## src/rtl/owt_rx_ctrl.sv

```systemverilog
`timescale 1ns/1ps
// owt_rx_ctrl: OWT receive frame sequencer; optional parity symbol/check via OWT_RX_PARITY_EN
module owt_rx_ctrl #(
    parameter int CNT_W    = 10,
    parameter int FRM_W    = 8,
    parameter int SYNC_NUM = 4,
    parameter int TMO_CYC  = 16,
    parameter int TMO_W    = 8
) (
    input  logic             i_clk,
    input  logic             i_rst,
    input  logic             i_en,
    input  logic             i_sym_vld,
    input  logic             i_sym_data,
    input  logic [CNT_W-1:0] i_sync_dn_th,
    input  logic [CNT_W-1:0] i_sync_up_th,
    input  logic [CNT_W-1:0] i_data_dn_th,
    input  logic [CNT_W-1:0] i_data_up_th,
    output logic [CNT_W-1:0] o_dn_th,
    output logic [CNT_W-1:0] o_up_th,
    output logic             o_busy,
    output logic             o_frm_vld,
    output logic [FRM_W-1:0] o_frm_data,
    output logic             o_frm_err,
    output logic             o_tmo
);
    localparam int SC_W = $clog2(SYNC_NUM + 1);
    localparam int BC_W = $clog2(FRM_W + 1);
`ifdef OWT_RX_PARITY_EN
    typedef enum logic [1:0] {IDLE, SYNC, DATA, PAR} state_t;
`else
    typedef enum logic [1:0] {IDLE, SYNC, DATA} state_t;
`endif
    state_t           state_q, state_d;
    logic [SC_W-1:0]  sync_cnt_q, sync_cnt_d;
    logic [BC_W-1:0]  bit_cnt_q, bit_cnt_d;
    logic [TMO_W-1:0] tmo_cnt_q, tmo_cnt_d;
    logic [FRM_W-1:0] shreg_q, shreg_d;
    logic [FRM_W-1:0] frm_data_q, frm_data_d;
    logic             frm_vld_q, frm_vld_d;
    logic             frm_err_q, frm_err_d;
    logic             tmo_q, tmo_d;
    logic             sync_ok, tmo_hit, last_bit, in_frm;

    assign sync_ok  = sync_cnt_q >= SC_W'(SYNC_NUM);
    assign tmo_hit  = tmo_cnt_q == TMO_W'(TMO_CYC - 1);
    assign last_bit = bit_cnt_q == BC_W'(FRM_W - 1);

    // state and datapath registers
    always_ff @(posedge i_clk) begin
        if (i_rst) begin
            state_q    <= IDLE;
            sync_cnt_q <= '0;
            bit_cnt_q  <= '0;
            tmo_cnt_q  <= '0;
            shreg_q    <= '0;
            frm_data_q <= '0;
            frm_vld_q  <= 1'b0;
            frm_err_q  <= 1'b0;
            tmo_q      <= 1'b0;
        end else begin
            state_q    <= state_d;
            sync_cnt_q <= sync_cnt_d;
            bit_cnt_q  <= bit_cnt_d;
            tmo_cnt_q  <= tmo_cnt_d;
            shreg_q    <= shreg_d;
            frm_data_q <= frm_data_d;
            frm_vld_q  <= frm_vld_d;
            frm_err_q  <= frm_err_d;
            tmo_q      <= tmo_d;
        end
    end

    // next state: disable beats everything, an arriving symbol beats timeout
    always_comb begin
        state_d    = state_q;
        sync_cnt_d = sync_cnt_q;
        bit_cnt_d  = bit_cnt_q;
        tmo_cnt_d  = tmo_cnt_q;
        shreg_d    = shreg_q;
        frm_data_d = frm_data_q;
        frm_err_d  = frm_err_q;
        frm_vld_d  = 1'b0;
        tmo_d      = 1'b0;
        if (state_q != IDLE && !i_en) begin
            state_d = IDLE;
        end else begin
            case (state_q)
                IDLE: if (i_en) begin
                    state_d    = SYNC;
                    sync_cnt_d = '0;
                end
                SYNC: if (i_sym_vld) begin
                    if (i_sym_data) begin
                        sync_cnt_d = sync_ok ? sync_cnt_q : sync_cnt_q + 1'b1;
                    end else if (sync_ok) begin
                        state_d   = DATA;
                        bit_cnt_d = '0;
                        shreg_d   = '0;
                        tmo_cnt_d = '0;
                    end else begin
                        sync_cnt_d = '0;
                    end
                end
                DATA: if (i_sym_vld) begin
                    shreg_d   = {shreg_q[FRM_W-2:0], i_sym_data};
                    bit_cnt_d = bit_cnt_q + 1'b1;
                    tmo_cnt_d = '0;
                    if (last_bit) begin
`ifdef OWT_RX_PARITY_EN
                        state_d = PAR;
`else
                        state_d    = SYNC;
                        sync_cnt_d = '0;
                        frm_vld_d  = 1'b1;
                        frm_data_d = shreg_d;
                        frm_err_d  = 1'b0;
`endif
                    end
                end else if (tmo_hit) begin
                    state_d    = SYNC;
                    sync_cnt_d = '0;
                    tmo_d      = 1'b1;
                end else begin
                    tmo_cnt_d = tmo_cnt_q + 1'b1;
                end
`ifdef OWT_RX_PARITY_EN
                PAR: if (i_sym_vld) begin
                    state_d    = SYNC;
                    sync_cnt_d = '0;
                    tmo_cnt_d  = '0;
                    frm_vld_d  = 1'b1;
                    frm_data_d = shreg_q;
                    frm_err_d  = (^shreg_q) ^ i_sym_data;
                end else if (tmo_hit) begin
                    state_d    = SYNC;
                    sync_cnt_d = '0;
                    tmo_d      = 1'b1;
                end else begin
                    tmo_cnt_d = tmo_cnt_q + 1'b1;
                end
`endif
                default: state_d = IDLE;
            endcase
        end
    end

    // outputs: threshold set follows the registered phase
    always_comb begin
`ifdef OWT_RX_PARITY_EN
        in_frm = state_q == DATA || state_q == PAR;
`else
        in_frm = state_q == DATA;
`endif
        o_busy     = in_frm;
        o_dn_th    = in_frm ? i_data_dn_th : i_sync_dn_th;
        o_up_th    = in_frm ? i_data_up_th : i_sync_up_th;
        o_frm_vld  = frm_vld_q;
        o_frm_data = frm_data_q;
        o_frm_err  = frm_err_q;
        o_tmo      = tmo_q;
    end
endmodule

```

## config.mk

```make
export PLATFORM = sky130hd
export DESIGN_NAME = owt_rx_ctrl
export DESIGN_NICKNAME = d
export VERILOG_FILES = /design/src/rtl/owt_rx_ctrl.sv
export SDC_FILE = /design/constraint.sdc
export NUM_CORES = 1
export LEC_CHECK = 0
export ABC_CLOCK_PERIOD_IN_PS = 1900
export BUFFER_PORTS_ARGS = -buffer_cell sky130_fd_sc_hd__buf_2
export CAP_MARGIN = 20
export CORE_MARGIN = 2
export CORE_UTILIZATION = 33
export CTS_CLUSTER_DIAMETER = 120
export DETAILED_ROUTE_END_ITERATION = 8
export PLACE_DENSITY = 0.57
export SLEW_MARGIN = 15
export SYNTH_ARGS = -nofsm -noshare
export SYNTH_HDL_FRONTEND = slang
export SYNTH_SLANG_ARGS = --single-unit
```

## constraint.sdc

```tcl
create_clock -name i_clk -period 1.9 [get_ports i_clk]
set_input_delay 0.095 -clock i_clk [delete_from_list [all_inputs] [get_ports i_clk]]
set_output_delay 0.095 -clock i_clk [all_outputs]
set_load 0.01 [all_outputs]
```

# Yosys cells after proc, flatten, opt, wreduce, memory -nomap -nowiden
# Cells that the tools add are included.
dict set report word_totals {
  reg_bits 34
}
dict set report op_classes {
  eq_ne 13
  mux 34
  add_sub_neg 3
  order_cmp 1
  bitwise 3
  reduce_logical 14
}
# operator n
set op_table {}
lappend op_table {{8-bit two-way mux} 5}
lappend op_table {{3-bit two-way mux} 8}
lappend op_table {{10-bit two-way mux} 2}
lappend op_table {{6-bit AND reduction} 3}
lappend op_table {{4-bit two-way mux} 4}
lappend op_table {{8-bit one-hot mux with 2 select lines} 1}
lappend op_table {{2-bit two-way mux} 7}
lappend op_table {{7-bit one-hot mux with 2 select lines} 1}
lappend op_table {{2-bit != test (second input constant)} 6}
lappend op_table {{3-bit one-hot mux with 3 select lines} 1}
lappend op_table {{8-bit by 1-bit adder with 8-bit output (second input constant)} 1}
lappend op_table {{8-bit by 4-bit equality test with 1-bit output (second input constant)} 1}
lappend op_table {{4-bit one-hot mux with 2 select lines} 1}
lappend op_table {{4-bit OR reduction} 2}
lappend op_table {{7-bit two-way mux} 1}
lappend op_table {{7-bit AND reduction} 1}
lappend op_table {{3-bit by 2-bit != test with 1-bit output (second input constant)} 2}
lappend op_table {{2-bit one-hot mux with 3 select lines} 1}
lappend op_table {{4-bit by 1-bit adder with 4-bit output (second input constant)} 1}
lappend op_table {{4-bit by 3-bit equality test with 1-bit output (second input constant)} 1}
lappend op_table {{4-bit AND reduction} 1}
lappend op_table {{2-bit nonzero test} 2}
lappend op_table {{3-bit by 1-bit adder with 3-bit output (second input constant)} 1}
lappend op_table {{3-bit greater-or-equal comparator (second input constant)} 1}
lappend op_table {{10 further kinds} 13}

# Depth between registers and ports, before layout
dict set report depth {
  depth_word 5
  ltp_mapped 8
  mapped_depth_nobuf 6
}

# Least setup slack after synthesis
# No wires, ideal clock.
dict set report synth_timing {
  kind {register to register}
  start {reg state_q[1]}
  end {reg tmo_cnt_q[3]}
  slack_ps -135
  stages_incl_launch_ff 9
  required_time_ps 1826
  arrival_ps 1961
  period_less_slack_ps 2035
  cell_sequence {dfxtp_1 > inv_1 > ha_1 > buf_6 > a21boi_4 > or3b_4 > buf_6 > or4_1 > a31oi_1}
}
dict set report synth_between {
  elab_chain_len 4
}
# item line_no
set synth_rtl {}
lappend synth_rtl {{start: declaration} 34} ;# state_t state_q, state_d;
lappend synth_rtl {{start signal: assignment} 62} ;# state_q <= state_d;
lappend synth_rtl {{branches (longest 4 deep; another with 6-bit AND reduction)} n/a}
lappend synth_rtl {{end signal: assignment} 65} ;# tmo_cnt_q <= tmo_cnt_d;
lappend synth_rtl {{end: declaration} 37} ;# logic [TMO_W-1:0] tmo_cnt_q, tmo_cnt_d;
# Several ways; the timed one is not identified.
# A chain may end at the register's enable or synchronous reset.

# Worst setup path in the final report
dict set report layout_timing {
  start {reg state_q[0]}
  end {reg tmo_cnt_q[6]}
}
# The elaborated chain is that of the path after synthesis.

==> results.sh <==
export IMPL_p_per_area_nw_per_um2=877.7
export IMPL_first_global_vias=1717
export IMPL_critPathKind="flop to flop"
export IMPL_numCtsBuffers=5
export IMPL_setup_viol=0
export IMPL_grt_pass1_wl_mm=7.941
export IMPL_detail_route_vias_per_cell=4.947
export IMPL_max_slew_margin_pct=54.10
export IMPL_total_power_uw=2315
export IMPL_layout_common_cells="75 x buf_2, 32 x dfxtp_1, 21 x mux2_2"
export IMPL_drtIter0Drc=121
export IMPL_io_pins=77
export IMPL_fp_dieH_um=81.89
export IMPL_pre_cts_slack_ps=-11.89
export IMPL_clk_path_buf_depth=2
export IMPL_ctsHoldBuffers=0
export IMPL_fmax_mhz=532.2
export IMPL_synth_nets=271
export IMPL_rsz0062_at_grt="yes"
export IMPL_period_needed_ps=1879
export IMPL_syn_inst=219
export IMPL_detail_route_antenna_nets=0
export IMPL_synth_top_cell_area_share_pct=34.00
export IMPL_grt_util_all_layers_pct=15.28
export IMPL_synth_top_area_cell="dfxtp_1"
export IMPL_nNetsFinal=353
export IMPL_route_detailed_drc=0
export IMPL_cp_required_ps=2110
export IMPL_firstDrtPassIters=5
export IMPL_htreeDepth=2
export IMPL_yosys_register_bits=34
export IMPL_ff2ff_setup_slack_ps=20
export IMPL_grt_overflow=0
export IMPL_start_kind="flop"
export IMPL_worst_pin_slew_ps=688.5
export IMPL_yosys_most_used_dff="dfxtp_1"
export IMPL_portBuffers=75
export IMPL_worstSetupEndpointType="flop"
export IMPL_final_setup_worst_slack_ps=20.92
export IMPL_cts_tree="built"
export IMPL_cts_root_buf="clkbuf_8"
export IMPL_hold_viol_final=0
export IMPL_mostFrequentLayoutCell="buf_2"
export IMPL_synth_area_leaders="dfxtp_1 34%, mux2_2 12%, mux2i_1 4.5%"
export IMPL_ys_warn_count=0
export IMPL_core_sq_um=5886
export IMPL_place_gp_congestion=0.7976
export IMPL_yosysUniqueCellTypes=47
export IMPL_vias=1865
export IMPL_diodes=0
export IMPL_arrival_ps=2090
export IMPL_clkTransAtPathRegs_ps=70
export IMPL_finalCritPeriodShare_pct=98.90
export IMPL_synth_edf_count=0
export IMPL_holdCritPathClass="input pin to flop"
export IMPL_grt_max_degree=40
export IMPL_wl_per_cell_um=13.05
export IMPL_yosysSeqAreaShare_pct=34.00
export IMPL_syn_area_sq_um=2002
export IMPL_dp_hpwl_mm=3.448
export IMPL_syn2layout_area_growth_pct=31.75
export IMPL_numClockSinks=34
export IMPL_antenna_found_initial=0
export IMPL_drive_gt1_share_pct=44.37
export IMPL_skew_ps=7.809
export IMPL_maxCapViolCount=0
export IMPL_start_util_pct=34.01
export IMPL_insertion_delay_ps=290
export IMPL_avgSynthCellArea_sq_um=9.141
export IMPL_slew_viol_final=0
export IMPL_ir_worst_vdd_mv=0.3944
export IMPL_leakagePower_uw=0.001051
export IMPL_num_rows=28
export IMPL_cp_max_fo=5
export IMPL_die_w_um=81.89
export IMPL_postSynth_asyncResetShare_pct=0
export IMPL_run_status="completed"
export IMPL_wl_mm=4.918
export IMPL_die_area_sq_um=6705
[worst max-delay path: stages (launching register included)]
cell and delay, ps:
dfxtp_2 350, inv_1 90, ha_2 230, o2bb2ai_4 90, or3b_4 420, or4_1 480, a21oi_1 140
[layout make-up]
class                   count  area (sq um)
repair buffers             90         518.0
fillers                   596          3248
clock inverters             1         5.005
clock buffers               7         86.33
multi-input cells         164          1229
inverters                   6         22.52
flip-flops and latches     34         683.2
well taps                  75         93.84
[routing by layer]
metal / vias to the layer above / track usage [%] / part of all wire, %
met5: - / 0 / 0
met4: 0 / 5.500 / 1.3
met3: 7 / 4.066 / 7.3
met2: 76 / 24.88 / 45
met1: 822 / 19.35 / 46
li1: 960 / - / -
[final timing paths]
check,from,endpoint,cells after the start
setup reg to reg,state_q[0]$_SDFFE_PP0P_,tmo_cnt_q[6]$_SDFFE_PP0P_,6
hold / removal,i_sym_data,shreg_q[0]$_SDFFE_PP0P_,3
hold reg to reg,shreg_q[6]$_SDFFE_PP0P_,shreg_q[6]$_SDFFE_PP0P_,2
setup / recovery,state_q[0]$_SDFFE_PP0P_,tmo_cnt_q[6]$_SDFFE_PP0P_,6
[cells in the mapped netlist (3+ instances only)]
cell type / n
dfxtp_1: 34
mux2_2: 21
a21oi_1: 16
nand2_1: 15
nand3_1: 14
nor2_1: 13
mux2i_1: 9
ha_1: 7
nor3_1: 7
o21ai_0: 7
inv_1: 6
a31oi_1: 4
clkbuf_1: 4
nand2b_1: 4
nor2b_1: 4
or3_1: 4
a211oi_1: 3
buf_4: 3
buf_6: 3
nand4_1: 3
nor4_1: 3
or4_1: 3
[power breakdown]
part,switching (uW),total [uW],internal [uW]
registers,25.0,761,736
clock network,267,559,292
logic,508,995,486
total,800,2310,1510
[state kept, by name, summed over array words and instances (netlist names)]
signal / flops
bit_cnt_q: 4
o_frm_vld: 1
o_frm_data: 8
sync_cnt_q: 3
state_q: 2
shreg_q: 7
o_tmo: 1
tmo_cnt_q: 8
[kinds of logic after synthesis]
logic type               after synthesis  share of synthesized area (%)
AO/OA/AOI/OAI                         39                          13.63
XOR/XNOR                               2                         0.8752
adder cells (fa/ha/maj)                7                          4.375
buffers and inverters                 21                          6.999
flip-flops                            34                          34.00
multiplexers                          31                          17.00
other                                  1                         0.1873
AND/OR/NAND/NOR                       84                          22.94
[per-stage QoR]
stage / utilization [%] / setup TNS [ps] / instances / instance area (sq um) / hold WS [ps]
3_3_place_gp: 42.22 / 0 / 365 / 2485 / 432.4
2_1_floorplan: - / -188.7 / 219 / 2034 / 242.2
6_report: 44.81 / 0 / 377 / 2638 / 140.7
3_5_place_dp: 42.22 / -19.14 / 365 / 2485 / 444.6
4_1_cts: 43.81 / 0 / 373 / 2579 / 130.9
5_1_grt: 44.81 / -315.4 / 377 / 2638 / 155.9
[timing repair]
action | in CTS | in global routing
cloned | 0 | 2
setup buffers | 0 | 2
setup endpoints to repair | 2 | 10
gates resized for setup | 1 | 4
pin swaps | 0 | 1
(Power assumes the default switching activity.)
